[src/rtl/pll_seq_pkg.sv]
// Shared types for the PLL reset sequencer: FSM state encoding and a small
// constant helper used to size the shared timer.
package pll_seq_pkg;

   localparam int STATE_W = 3;

   typedef enum logic [STATE_W-1:0] {
      PLL_RST   = 3'd0,
      WAIT_LOCK = 3'd1,
      STABLE    = 3'd2,
      RUN       = 3'd3,
      FAULT     = 3'd4
   } pll_seq_state_t;

   function automatic int max3(input int a, input int b, input int c);
      int m;
      m = (a > b) ? a : b;
      return (m > c) ? m : c;
   endfunction

endpackage

[src/rtl/sync_ff2.sv]
// Two-flop synchronizer for a single asynchronous level, reset to 0.
module sync_ff2 (
   input  logic i_clock,
   input  logic i_resetb,
   input  logic i_d,
   output logic o_q
);

   logic r_meta;
   logic r_sync;

   always_ff @(posedge i_clock or negedge i_resetb) begin
      if (!i_resetb) begin
         r_meta <= 1'b0;
         r_sync <= 1'b0;
      end else begin
         r_meta <= i_d;
         r_sync <= r_meta;
      end
   end

   assign o_q = r_sync;

endmodule

[src/rtl/pll_reset_sequencer.sv]
// PLL bring-up and system reset sequencer on the reference clock.
// Define PLL_SEQ_DIAG_EN to build the lock-loss counter and state output.
module pll_reset_sequencer
   import pll_seq_pkg::*;
#(
   parameter int PLL_RESET_CYCLES = 16,
   parameter int LOCK_TIMEOUT     = 4800,
   parameter int STABLE_CYCLES    = 2400,
   parameter int MAX_RETRIES      = 3,
   parameter int LOSS_CNT_W       = 8
) (
   input  logic                  clock,
   input  logic                  resetb,
   input  logic                  locked,
   input  logic                  restart,
   output logic                  pll_resetb,
   output logic                  sys_resetb,
   output logic                  ready,
   output logic                  fault,
   output logic [LOSS_CNT_W-1:0] lock_loss_count,
   output logic [STATE_W-1:0]    state
);

   localparam int TMR_W = $clog2(max3(PLL_RESET_CYCLES, LOCK_TIMEOUT, STABLE_CYCLES));
   localparam int RTY_W = (MAX_RETRIES > 0) ? $clog2(MAX_RETRIES + 1) : 1;

   pll_seq_state_t   r_state;
   pll_seq_state_t   w_state_nxt;
   logic [TMR_W-1:0] r_timer;
   logic [TMR_W-1:0] w_timer_nxt;
   logic [RTY_W-1:0] r_retries;
   logic [RTY_W-1:0] w_retries_nxt;
   logic             r_pll_resetb;
   logic             r_run;
   logic             r_fault;
   logic             w_locked_s;

   sync_ff2 u_lock_sync (
      .i_clock  (clock),
      .i_resetb (resetb),
      .i_d      (locked),
      .o_q      (w_locked_s)
   );

   // Restart overrides every state; the timer restarts from 0 on each state change.
   always_comb begin
      w_state_nxt   = r_state;
      w_timer_nxt   = r_timer + TMR_W'(1);
      w_retries_nxt = r_retries;
      if (restart) begin
         w_state_nxt   = PLL_RST;
         w_timer_nxt   = '0;
         w_retries_nxt = '0;
      end else begin
         case (r_state)
            PLL_RST: begin
               if (r_timer == TMR_W'(PLL_RESET_CYCLES - 1)) begin
                  w_state_nxt = WAIT_LOCK;
                  w_timer_nxt = '0;
               end
            end
            WAIT_LOCK: begin
               if (w_locked_s) begin
                  w_state_nxt = STABLE;
                  w_timer_nxt = '0;
               end else if (r_timer == TMR_W'(LOCK_TIMEOUT - 1)) begin
                  w_timer_nxt = '0;
                  if (r_retries < RTY_W'(MAX_RETRIES)) begin
                     w_retries_nxt = r_retries + RTY_W'(1);
                     w_state_nxt   = PLL_RST;
                  end else begin
                     w_state_nxt = FAULT;
                  end
               end
            end
            STABLE: begin
               if (!w_locked_s) begin
                  w_state_nxt = WAIT_LOCK;
                  w_timer_nxt = '0;
               end else if (r_timer == TMR_W'(STABLE_CYCLES - 1)) begin
                  w_state_nxt   = RUN;
                  w_timer_nxt   = '0;
                  w_retries_nxt = '0;
               end
            end
            RUN: begin
               w_timer_nxt = '0;
               if (!w_locked_s) begin
                  w_state_nxt = PLL_RST;
               end
            end
            FAULT: begin
               w_timer_nxt = '0;
            end
            default: begin
               w_state_nxt   = PLL_RST;
               w_timer_nxt   = '0;
               w_retries_nxt = '0;
            end
         endcase
      end
   end

   // Outputs are decoded from the next state so they switch on the same edge as r_state.
   always_ff @(posedge clock or negedge resetb) begin
      if (!resetb) begin
         r_state      <= PLL_RST;
         r_timer      <= '0;
         r_retries    <= '0;
         r_pll_resetb <= 1'b0;
         r_run        <= 1'b0;
         r_fault      <= 1'b0;
      end else begin
         r_state      <= w_state_nxt;
         r_timer      <= w_timer_nxt;
         r_retries    <= w_retries_nxt;
         r_pll_resetb <= (w_state_nxt != PLL_RST);
         r_run        <= (w_state_nxt == RUN);
         r_fault      <= (w_state_nxt == FAULT);
      end
   end

   assign pll_resetb = r_pll_resetb;
   assign sys_resetb = r_run;
   assign ready      = r_run;
   assign fault      = r_fault;

`ifdef PLL_SEQ_DIAG_EN
   logic [LOSS_CNT_W-1:0] r_loss_cnt;
   logic                  w_loss_evt;

   assign w_loss_evt = !restart && (r_state == RUN) && !w_locked_s;

   always_ff @(posedge clock or negedge resetb) begin
      if (!resetb) begin
         r_loss_cnt <= '0;
      end else if (w_loss_evt && (r_loss_cnt != {LOSS_CNT_W{1'b1}})) begin
         r_loss_cnt <= r_loss_cnt + LOSS_CNT_W'(1);
      end
   end

   assign lock_loss_count = r_loss_cnt;
   assign state           = r_state;
`else
   assign lock_loss_count = '0;
   assign state           = '0;
`endif

endmodule

[config.mk]
export PLATFORM = sky130hd
export DESIGN_NAME = pll_reset_sequencer
export DESIGN_NICKNAME = d
export VERILOG_FILES = /design/src/rtl/pll_seq_pkg.sv /design/src/rtl/sync_ff2.sv /design/src/rtl/pll_reset_sequencer.sv
export SDC_FILE = /design/constraint.sdc
export NUM_CORES = 1
export LEC_CHECK = 0
export BUFFER_PORTS_ARGS = -buffer_cell sky130_fd_sc_hd__buf_2
export CAP_MARGIN = 20
export CORE_MARGIN = 2
export CORE_UTILIZATION = 25
export CTS_BUF_LIST = sky130_fd_sc_hd__clkbuf_16
export DETAILED_ROUTE_END_ITERATION = 10
export GPL_ROUTABILITY_DRIVEN = 1
export GPL_TIMING_DRIVEN = 0
export PLACE_DENSITY_LB_ADDON = 0.3
export SKIP_LAST_GASP = 1
export SYNTH_ARGS = -nofsm -noshare
export SYNTH_HDL_FRONTEND = slang
export SYNTH_SLANG_ARGS = --single-unit
[constraint.sdc]
create_clock -name clock -period 4.3 [get_ports clock]
set_input_delay 0.86 -clock clock [delete_from_list [all_inputs] [get_ports clock]]
set_output_delay 0.86 -clock clock [all_outputs]
set_load 0.01 [all_outputs]
==> metrics list, run 1 <==
- N_diodes: 0
- Leaving out fill and tap cells, the most frequent cells in the layout are 23 x dfrtp_1, 14 x nor2_1, 12 x buf_4.
- Entering global routing, the biggest net connects 24 pins.
- Later-pin clock latency in the skew report: between 0.2 and 0.3 ns
- IO Count: 19
* Gate count of the mapped netlist: ~130
- Crit share post-route: between 40% and 50%
- Portion of the post-synthesis area used by sequential elements: between 40 and 50%
- Per report_power, the combinational group accounts for about 6.4% of the total.
* Total of hold buffers inserted after clock tree synthesis: 0
- Among all stages on the critical path, the largest delay is contributed by dfrtp_1.
* Final antenna-violating net count: 0
- Die outline width: 76.3 um
- Max-slew headroom: between 60% and 70%
- The count of pins over their slew limit was 0.
* Number of buffer cells added on primary ports: 7
- Of all nets on the critical path, the largest fanout is 10.
- Wire length of the first global-routing pass: around 4100 um
* Switching power share of the total: between 20% and 30%
- The detailed router placed 889 vias in this run.
* Congestion Overflow GR: 0
- Subtracting the final worst setup slack from the clock period gives about 2.0 ns.
- Data on the critical path arrives at its endpoint at roughly 2.1 ns.
- Num CTS Buffers: 3
- The number of cells on the worst reg-to-reg path is 8.
* Drt wl/cell: approximately 10 um
* Post-synthesis to final-layout area growth: 18.4%
- The worst register-to-register path ends at r_timer[9].
* Mapped cell area: between 1000 and 1500 um2
- Along the worst hold path, the cell count comes to 0.
- CTS clock-pin slew for the worst setup and hold paths: approximately 0.06 ns
- Slack of the worst reg-to-reg path: between 2 and 2.5 ns
- Dividing the detail-routed via count by the number of cells gives between 4 and 5.
- Walking the worst path, the cells encountered are ha_1, and3_1, clkbuf_2, nand4_1, a22o_2, o211ai_2, buf_6, nor2_2.
- Clock buffer depth: 2
- HPWL after detailed placement: 1720 um
* Leakage dissipation: 0.734 nW
* Layout cell share with drive strength beyond 1: 29.6%
- First-pass iteration count of the detailed router: 4
- Cell Int Power: 0.000357 W
- Vias in the first global route: 901
- In this run the post-CTS setup repair buffer count came out at 0.
* Worst Hold Path EP: u_lock_sync.o_q
- Critical Path RT: between 4 and 5 ns
* Power Total: between 0.0004 and 0.0005 W
- The share of synthesized area in the top cell type comes to about 44%.
- Startpoint of the lowest-slack hold path: u_lock_sync.r_meta
- STA classifies the critical path endpoint as a register.
- Number of core rows: 26
* WS Path Type: reg -> reg
* Setup TNS Final: 0 ns
- Counting flops with a built-in enable in the synthesized netlist gives 0.
- CTS placed an instance of clkbuf_16 at the clock tree root.
* Clock network fraction of total power: approximately 44%
* Initial Util: about a quarter
- Clock net sink count: 23
* Number of different library cells in the post-synthesis netlist: 35
- Slew @ Worst Pin: roughly 0.5 ns
- Final estimated routing congestion in global placement: just over 0.7
* Count of H-tree levels built during CTS: 1
* Post-CTS Resized: 0
- Sort of element at the start of the critical path: register
- In the routed design, unresolved DRC markers number 0.
* Count of warnings emitted by yosys: 0
- Maximum ir drop on the vdd rail: between 100 and 150 uV
- The tool flagged a number of max-cap violations equal to 0.
* Status: finished, final reports clean
* Count of final hold-check violations: 0
- Most frequent standard cell in the layout excluding fill and tap cells: dfrtp_1
- Across all setup checks in the final design, the least slack found is between 2 and 2.5 ns.
- Synth area leaders: dfrtp_1 44%, buf_4 6.9%, xnor2_1 6.0%
- In this run the critical register-to-register path is launched from r_timer[0].
- The die covers 5810 um2.
- Worst clock skew: 0.00637 ns
- After synthesis, the share of flip-flops with an asynchronous set or reset is between 90% and 100%.
* Worst path max stage delay: roughly 0.40 ns
* Number of nets in the finished design: roughly 160
- Leading area contributor after synthesis: dfrtp_1
* Detailed Route WL: 2290 um
* Die extent in y: approximately 76 um
* Top flip-flop cell by instance count after synthesis: dfrtp_1
- The min-delay analysis places its worst path in the category reg -> reg.
- A synthesized cell averages between 9 and 10 um2.
- Global router's overall resource usage: 8.66%
* Switching Power: about 0.000095 W
- Timing analysis after detailed placement gives a worst setup slack of ~2.3 ns.
- In this run, flip-flops and latches consume ~49% of the power.
- The number of antenna violations at the first check in global routing is 0.
* Final Setup Violations: 0
- F_max: 0.503 GHz
- Counting flops and latches in the post-synthesis netlist gives 23.
* Pwr/cell area: 293 nW/um2
- Post-Route Hold Slack: between 0.3 and 0.4 ns
- TritonCTS built the clock tree.
- Setup repair after global routing left no endpoint under its margin.
- The floorplan step defined a core boundary enclosing between 5000 and 6000 um2.
* DRC marker count from the first detailed-route iteration: 37
-- power by group through the flow --
stage | combinational, W | sequential (W) | clock (W)
2_1_floorplan | 0.0000211 | 0.000226 | 0
3_3_place_gp | 0.0000295 | 0.000227 | 0
3_5_place_dp | 0.0000291 | 0.000227 | 0
4_1_cts | 0.0000293 | 0.000223 | 0.000211
5_1_grt | 0.0000333 | 0.000224 | 0.000218
6_report | 0.0000288 | 0.000223 | 0.000200
-- sequential cells by signal (all words and copies together) (netlist names) --
signal              cells
r_retries               2
ready                   1
u_lock_sync.r_meta      1
r_timer                13
pll_resetb              1
r_state                 3
u_lock_sync.o_q         1
fault                   1
-- layer usage --
metal	vias up	global-route usage, %	wire length, um
met3	0	2.13	74
met5	-	0	0
li1	462	-	-
met4	0	1.64	0
met2	10	14.0	1080
met1	417	11.9	1140
-- final cells by class --
cell class                      instances  area (um2)
Tap cell                               70        87.6
Inverter                                4        15.0
Clock buffer                            3        75.1
Buffer                                 14         106
Multi-Input combinational cell        100         646
Fill cell                             554        3530
Clock inverter                          1        5.00
Timing Repair Buffer                    7        35.0
Sequential cell                        23         576
-- metrics by stage --
step | instance area [um2] | std cells | utilization, %
after CTS | 1550 | 222 | 30.4
after detailed placement | 1470 | 218 | 28.9
final | 1550 | 222 | 30.4
after floorplan | 1340 | 141 | -
after global routing | 1550 | 222 | 30.4
after global placement | 1470 | 218 | 28.9
-- worst max-delay path: cells and delay by family, from the launching register on --
family / cells / cell delay, ns
fa+ha+maj: 1 / 0.20
compound gates: 2 / 0.56
buf+inv: 2 / 0.40
flops: 1 / 0.40
simple gates: 3 / 0.33
-- how the worst max path moves through the flow --
stage | from | to | slack (ns) | cells past startpoint
2_1_floorplan | r_timer[0] | r_timer[10] | 2.52 | 8
3_3_place_gp | r_timer[0] | r_timer[11] | 2.26 | 8
3_5_place_dp | r_timer[0] | r_timer[4] | 2.31 | 8
4_1_cts | r_timer[0] | r_timer[9] | 2.30 | 8
5_1_grt | r_timer[0] | r_retries[0] | 2.11 | 7
6_report | r_timer[0] | r_timer[9] | 2.31 | 8
-- cells in the mapped netlist (all sizes together), types with 2 or more instances --
cell    number
and2         4
a21oi        3
nand2b       3
buf         13
xnor2        9
nor3         5
a31o         2
nor2b        3
and3         9
nand3        3
nor3b        2
nand4        4
o21ai        2
dfrtp       23
inv          4
or2          2
ha           2
nor2        24
xor2         2
-- logic make-up after synthesis --
family	after synthesis	share of synthesized area [%]
adders and majority gates	2	1.92
DFF	23	44.1
other	1	0.287
xor gates and xnor gates	11	7.38
and+or+nand+nor	62	28.4
AOI/OAI and AO/OA	14	8.63
buffers and inverters	18	9.30
Note: power is estimated with default switching activity, not from simulation.
==> run 2, diff against run 1 <==
- ABC_AREA: default -> 1
- clock period: 4.3 -> 2 ns (I/O delays scaled with it)
==> run 2 against run 1 <==
  * Design area is 6.4% higher
  * Global-route usage is 0.69 points higher
  * Register-to-register slack worse by 1.9 ns
  * Synthesized cell count is 41% higher
  * Utilization is 0.41 points lower
  * Sequential cell count stayed put
  * Critical endpoint unchanged
  * Largest cell class unchanged
  * Highest routed layer is now met4
==> metrics list, run 2 <==
- N_diodes: 0 (unchanged)
- The number of core rows came to 27 (was 26).
- The via count is 1125 (was 889).
* Max-slew headroom: 64.3% (was 66.2%)
* Detailed Route WL: 2620 um (was 2290 um)
- The kind of start point of the critical path was a register (unchanged).
- The standard cell core area came to 5470 um2 (was 5070 um2).
- The CTS tree was built (unchanged).
- The worst setup path category was reg -> reg (unchanged).
- The slew at the pin closest to its max-slew limit came to 0.536 ns (was 0.507 ns).
- Crit end category: register (unchanged)
- RSZ-0062 raised after global routing: false (unchanged)
- The number of ports placed on the die boundary came to 19 (unchanged).
* Leading cell types in the layout, fill and taps excluded: 39 x nand2_1, 33 x inv_1, 29 x nor2_1 (was 23 x dfrtp_1, 14 x nor2_1, 12 x buf_4)
* Leading cell type by number of instances after synthesis: nand2_1 (was dfrtp_1)
- The worst path arrival time is 1.78 ns (was 2.13 ns).
* Vias in the first global route: 1051 (was 901)
* Time the final worst path needs with I/O delays and setup: 1.63 ns (was 1.99 ns)
- Crit share post-route: 81.7% (was 46.3%)
- The x dimension of the die came to 78.9 um (was 76.3 um).
* Number of pins with negative max-slew slack in the final report: 0 (unchanged)
- Count of warnings emitted by yosys: 0 (unchanged)
* F_max: 0.612 GHz (was 0.503 GHz)
* Number of different library cells in the post-synthesis netlist: 19 (was 35)
- The total standard cell area after synthesis was 1400 um2 (was 1310 um2).
* Layout cell share with drive strength beyond 1: 15.5% (was 29.6%)
- Gate count of the mapped netlist: 185 (was 131)
* Proportion of netlist area held by the largest area contributor: 41.1% (was 44.1%)
* Critical Path RT: 2.15 ns (was 4.44 ns)
- Slowest-stage cell, CP: dfrtp_1 (unchanged)
- Final Setup Violations: 0 (unchanged)
* Max-cap viol count: 0 (unchanged)
- Among the stages of the critical path, the cell type that occurs most often is nand3_4.
* Fraction of registers with async set/reset: 100% (unchanged)
- CTS clock-pin slew for the worst setup and hold paths: 0.06 ns (about the same)
* Count of final hold-check violations: 0 (unchanged)
* Crit-path max FO: 7 (was 10)
- Worst path max stage delay: 0.43 ns (was 0.40 ns)
- Max FFs per register: 13 (unchanged)
- The count of unresolved DRC violations after routing came to 0 (unchanged).
* Number of instances in the placed design: 274 (was 218)
- Clock buffer depth: 2 (unchanged)
- The source-to-sink clock delay at the later pin of the worst-skew pair came to 0.26 ns (about the same).
* Largest registers: r_timer x13, r_state x3, r_retries x2 (unchanged)
* Post-synthesis average cell area: 7.57 um2 (was 9.96 um2)
- The remaining global-route overflow is 0 (unchanged).
* Pwr/cell area: 596 nW/um2 (was 293 nW/um2)
- The most common library cell in the layout ignoring fill and taps was nand2_1 (was dfrtp_1).
- The vias per cell was 4.05 (was 4.00).
- Cell at the root of the clock tree: clkbuf_16 (unchanged)
- Status: finished, final reports clean (unchanged)
- Num CTS Buffers: 3 (unchanged)
- Slack of the worst reg-to-reg path: 0.37 ns (was 2.31 ns)
- The number of optimization iterations in the first detailed-route pass was 4 (unchanged).
* Number of buffer cells added on primary ports: 7 (unchanged)
- The gate family responsible for the most delay along the worst path is simple AND/OR/NAND/NOR gates (was compound AO/OA/AOI/OAI gates).
- The largest area contributor in the netlist was dfrtp_1 (unchanged).
* Final cell count without fillers: 278 (was 222)
- The path type of the worst min-delay path was in -> async (was reg -> reg).
* Final estimated routing congestion in global placement: 0.783 (was 0.713)
- Cell breakdown of the critical path: ha_1, nand3_4, nor2_2, nand3_2, nand3_1, nand3_4, nand2_4, nor2_1 (was ha_1, and3_1, clkbuf_2, nand4_1, a22o_2, o211ai_2, buf_6, nor2_2).
* DRC marker count from the first detailed-route iteration: 31 (was 37)
- The number of antenna violations at the first check in global routing was 0 (unchanged).
* Post-CTS Setup Bufs: 0 (unchanged)
- Worst clock skew: 0.00198 ns (was 0.00637 ns)
- The count of flip-flops with a built-in enable after synthesis was 0 (unchanged).
* Post-CTS Resized: 0 (unchanged)
* Top flip-flop cell by instance count after synthesis: dfrtp_1 (unchanged)
- Portion of the post-synthesis area used by sequential elements: 41.1% (was 44.1%)
- The most flop-heavy register is r_timer (unchanged).
- The first-pass GRT wire length was 4660 um (was 4150 um).
- The count of clock tree sinks was 23 (unchanged).
- The total number of nets in the final design was 213 (was 159).
- FF+latch count, synth: 23 (unchanged)
* Post-synthesis to final-layout area growth: 17.3% (was 18.4%)
- The H-tree depth was 1 (unchanged).
- Buffer and inverter count on the worst path: 0 (was 2)
- Top cells by count, synth: 39 x nand2_1, 33 x inv_1, 29 x nor2_1 (was 23 x dfrtp_1, 14 x nor2_1, 12 x buf_4)
* HPWL after detailed placement: 1990 um (was 1720 um)
- The overall fraction of global-route tracks in use was 9.36% (was 8.66%).
- Drt wl/cell: 9.41 um (was 10.3 um)
- Initial Util: 25.6% (was 25.7%)
- Synth area leaders: dfrtp_1 41%, nand2_1 10%, inv_1 8.8% (was dfrtp_1 44%, buf_4 6.9%, xnor2_1 6.0%)
* Die extent in y: 78.9 um (was 76.3 um)
* Total of hold buffers inserted after clock tree synthesis: 0 (unchanged)
- Total die area: 6220 um2 (was 5810 um2)
- Final antenna-violating net count: 0 (unchanged)
- Maximum ir drop on the vdd rail: 471 uV (was 133 uV)
- The largest net degree at the start of global routing was 24 (unchanged).
- Leakage dissipation: 0.906 nW (was 0.734 nW)
- Setup TNS Final: 0 ns (unchanged)
- Share of the core filled with cells in the final layout: 30.0% (was 30.4%)
[run 2: report_power, final]
part	internal, W	switching [W]	total, W
clock	0.000269	0.000173	0.000443
sequential	0.000472	0.00000824	0.000480
combinational	0.0000228	0.0000345	0.0000574
[run 2: cell type report]
| class | count | area, um2 |
|---|---|---|
| clock buffers | 3 | 75.1 |
| repair buffers | 7 | 35.0 |
| fillers | 611 | 3830 |
| well taps | 72 | 90.1 |
| flip-flops and latches | 23 | 576 |
| multi-input cells | 127 | 649 |
| plain buffers | 12 | 90.1 |
| inverters | 33 | 124 |
| clock inverters | 1 | 5.00 |
[run 2: cell families after synthesis]
group,count (synthesis),share of synthesized area [%]
AND/OR/NAND/NOR,100,33.8
buffers and inverters,45,15.3
flip-flops,23,41.1
XOR/XNOR,8,5.00
AO/OA/AOI/OAI,6,2.77
adder cells (fa/ha/maj),2,1.79
other,1,0.268
[run 2: per-layer routing]
metal | track usage, % | vias up | part of all wire [%]
met2 | 15.3 | 25 | 45
met1 | 12.3 | 504 | 49
met4 | 3.62 | 0 | 1.8
met3 | 1.70 | 5 | 4.1
li1 | - | 591 | -
met5 | 0 | - | 0
[run 2: path summary, 6_finish.rpt]
kind | from | endpoint | cells after the start
max reg2reg | r_timer[0] | r_timer[9] | 8
max in group asynchronous | resetb | r_timer[4] | 1
max | r_timer[0] | r_timer[9] | 8
min | resetb | r_timer[2] | 1
min reg2reg | u_lock_sync.r_meta | u_lock_sync.o_q | 0
min in group clock | locked | u_lock_sync.r_meta | 1
[run 2: worst reg2reg max path: cells and delay by family (launching register included)]
kind                     cells  cell delay [ns]
adder cells (fa/ha/maj)      1             0.27
AND/OR/NAND/NOR              7             0.83
flip-flops                   1             0.43
[run 2: stage by stage]
| stage | total power (W) | hold WS, ns | worst slack (ns) | area, um2 |
|---|---|---|---|---|
| after detailed placement | 0.000547 | 0.340 | 0.360 | 1560 |
| after CTS | 0.000995 | 0.133 | 0.352 | 1640 |
| after global routing | 0.00101 | 0.168 | 0.235 | 1640 |
| after global placement | 0.000547 | 0.333 | 0.378 | 1560 |
| after floorplan | 0.000529 | 0.104 | 0.558 | 1440 |
| final | 0.000981 | 0.117 | 0.366 | 1640 |
==> run 3, diff against run 2 <==
- ABC_AREA: 1 -> 0
- clock period: 2 -> 1.4 ns (I/O delays scaled with it)
==> run 3 against run 2 <==
  * The run now ends with negative hold slack, negative setup slack left
  * Utilization grew 4.8 points
  * Clock skew is essentially flat
  * First-iteration DRC count grew 58%
  * Non-clock buffer count grew 13
  * Wire length shrank 1.8%
  * Sequential cell count is the same
  * Design area grew 7.6%
  * Fmax shrank 13%
  * Setup slack lost 0.84 ns
  * Critical endpoint is now r_timer[8]
  * Largest power group unchanged
==> metrics list, run 3 (synthesis gave the netlist of run 1 again) <==
- Status: complete, but fails checks (was finished, final reports clean)
- The checks that failed: negative hold slack, negative setup slack.
- The final instance count without filler cells was 233 (was 278).
- Initial Util: 25.7% (was 25.6%)
- Leading cell types in the layout, fill and taps excluded: 21 x buf_4, 21 x dfrtp_1, 11 x nor2_1, 11 x conb_1 (was 39 x nand2_1, 33 x inv_1, 29 x nor2_1)
* Maximum ir drop on the vdd rail: 473 uV (was 471 uV)
- The TritonCTS buffer count came to 3 (unchanged).
* Kind of path behind the tightest hold check: in -> async (unchanged)
- The number of antenna violations at the first check in global routing came to 0 (unchanged).
- Layout cell share with drive strength beyond 1: 42.3% (was 15.5%)
- Number of instances in the placed design: 218 (was 274)
- The number of cells traversed by the worst register-to-register path is 7 (was 8).
- CTS clock-pin slew for the worst setup and hold paths: 0.06 ns (about the same)
- First-pass iteration count of the detailed router: 4 (unchanged)
* Worst path max stage delay: 0.42 ns (was 0.43 ns)
* IO Count: 19 (unchanged)
- The count of antenna-violating nets left after detailed routing is 0 (unchanged).
- Sort of element at the start of the critical path: register (unchanged)
* Largest net degree at the start of global routing: 24 (unchanged)
- Cell breakdown of the critical path: nor4_4, nand4_1, a22o_2, o211ai_4, buf_6, buf_8, nor2_2 (was ha_1, nand3_4, nor2_2, nand3_2, nand3_1, nand3_4, nand2_4, nor2_1).
* Total via count after detailed routing: 956 (was 1125)
- The final total power came to 0.00144 W (was 0.000981 W).
* Drt wl/cell: 11.0 um (was 9.41 um)
- The leakage component of the power was 0.782 nW (was 0.906 nW).
- WS Path Type: reg -> reg (unchanged)
* Number of core rows: 26 (was 27)
- The kind of end point of the critical path is a register (unchanged).
* Kind of cell adding the most delay to the critical path: simple AND/OR/NAND/NOR gates (unchanged)
- The count of routing violations after the opening detailed-route iteration was 49 (was 31).
* DRC violations left: 0 (unchanged)
- Clock buffer depth: 2 (unchanged)
- The x dimension of the die was 76.3 um (was 78.9 um).
- Number of vias per cell: 4.10 (was 4.05)
* Vias in the first global route: 940 (was 1051)
- Number of nets in the finished design: 170 (was 213)
- CTS tree: built (unchanged)
* F_max: 0.534 GHz (was 0.612 GHz)
- Max FFs per register: 13 (unchanged)
* Cell at the root of the clock tree: clkbuf_16 (unchanged)
- HPWL after detailed placement: 1710 um (was 1990 um)
* Max-slew headroom: 64.2% (was 64.3%)
- Buffer and inverter count on the worst path: 2 (was 0)
* Max-cap viol count: 0 (unchanged)
* Worst path setup slack after routing: -0.472 ns (was 0.366 ns)
- Time the final worst path needs with I/O delays and setup: 1.87 ns (was 1.63 ns)
- The most flop-heavy register is r_timer (unchanged).
- Area of the core region: 5070 um2 (was 5470 um2)
* Count of H-tree levels built during CTS: 1 (unchanged)
- The source-to-sink clock delay at the later pin of the worst-skew pair is 0.26 ns (about the same).
- Clock net sink count: 23 (unchanged)
- The number of diodes added for antenna fixing came to 0 (unchanged).
- The die footprint is 5810 um2 (was 6220 um2).
* Slowest-stage cell, CP: dfrtp_2 (was dfrtp_1)
- The remaining global-route overflow is 0 (unchanged).
- Final estimated routing congestion in global placement: 0.682 (was 0.783)
- Detailed Route WL: 2570 um (was 2620 um)
* Crit share post-route: 134% (was 81.7%)
- Pwr/cell area: 814 nW/um2 (was 596 nW/um2)
* Wire length of the first global-routing pass: 4400 um (was 4660 um)
- The number of hold-slack violations in the final timing report is 2 (was 0).
* Post-synthesis to final-layout area growth: 35.6% (was 17.3%)
* Global router's overall resource usage: 9.32% (was 9.36%)
- WP depth: 7 (was 8)
* Crit-path max FO: 5 (was 7)
- Slew @ Worst Pin: 0.536 ns (about the same)
- The count of pins over their slew limit was 0 (unchanged).
- Critical Path RT: 1.55 ns (was 2.15 ns)
* Total of hold buffers inserted after clock tree synthesis: 0 (unchanged)
- Worst clock skew: 0.00212 ns (was 0.00198 ns)
- The count of port buffers added during placement was 7 (unchanged).
- Post-Route Hold Slack: -0.000540 ns (was 0.117 ns)
- Largest registers: r_timer x13, r_state x3, r_retries x2 (unchanged).
* Die extent in y: 76.3 um (was 78.9 um)
- The worst path arrival time was 2.02 ns (was 1.78 ns).
* Slack of the worst reg-to-reg path: -0.47 ns (was 0.37 ns)
- RSZ-0062 raised after global routing: true (was false).
* Final Setup Violations: 20 (was 0)
[run 3: changes by cell type in the layout (fill, tap and decap cells not counted), sizes merged, moves of 4 or more]
cell | before | now
xnor2 | 0 | 9
nand2 | 40 | 1
buf | 19 | 32
and3 | 0 | 9
xor2 | 8 | 2
inv | 33 | 5
nand3 | 17 | 3
and2 | 0 | 4
nor2 | 32 | 24
[run 3: worst paths after layout]
kind	from	endpoint
worst max-delay path	r_timer[11]	r_timer[8]
worst min-delay path	resetb	r_timer[7]
worst max register to register	r_timer[11]	r_timer[8]
worst min register to register	u_lock_sync.r_meta	u_lock_sync.o_q
max in group asynchronous	resetb	r_state[2]
min in group clock	locked	u_lock_sync.r_meta
[run 3: per-layer routing]
metal	GRT usage, %	vias up	routed length (um)
met5	0	-	0
met4	2.55	0	19
met3	2.49	2	79
met2	14.4	14	1230
met1	12.9	454	1240
li1	-	486	-
[run 3: cell type report]
| cell class | instances | area (um2) |
|---|---|---|
| Fill cell | 541 | 3310 |
| Multi-Input combinational cell | 100 | 756 |
| Sequential cell | 23 | 578 |
| Timing Repair Buffer | 19 | 149 |
| Buffer | 13 | 105 |
| Tap cell | 70 | 87.6 |
| Clock buffer | 3 | 75.1 |
| Inverter | 4 | 15.0 |
| Clock inverter | 1 | 3.75 |
[run 3: what timing repair did]
item / 4_1_cts / 5_1_grt
gates resized for setup: 9 / 15
pin swaps: 3 / 9
setup endpoints to repair: 20 / 20
cloned: 1 / 0
setup buffers: 10 / 4
[run 3: power breakdown]
part / switching (W) / internal [W]
clock: 0.000236 / 0.000381
sequential: 0.0000110 / 0.000675
combinational: 0.0000694 / 0.0000667
total: 0.000316 / 0.00112
[run 3: stage by stage]
stage	TNS (ns)	hold slack, ns	instance area (um2)	setup WS (ns)	util [%]
2_1_floorplan	-4.67	-0.0156	1380	-0.341	-
3_3_place_gp	-8.21	0.289	1500	-0.550	29.6
3_5_place_dp	-8.49	0.296	1500	-0.569	29.6
4_1_cts	-7.41	0.0191	1730	-0.472	34.1
5_1_grt	-8.41	0.0382	1770	-0.553	34.9
6_report	-6.71	-0.000540	1770	-0.472	34.9
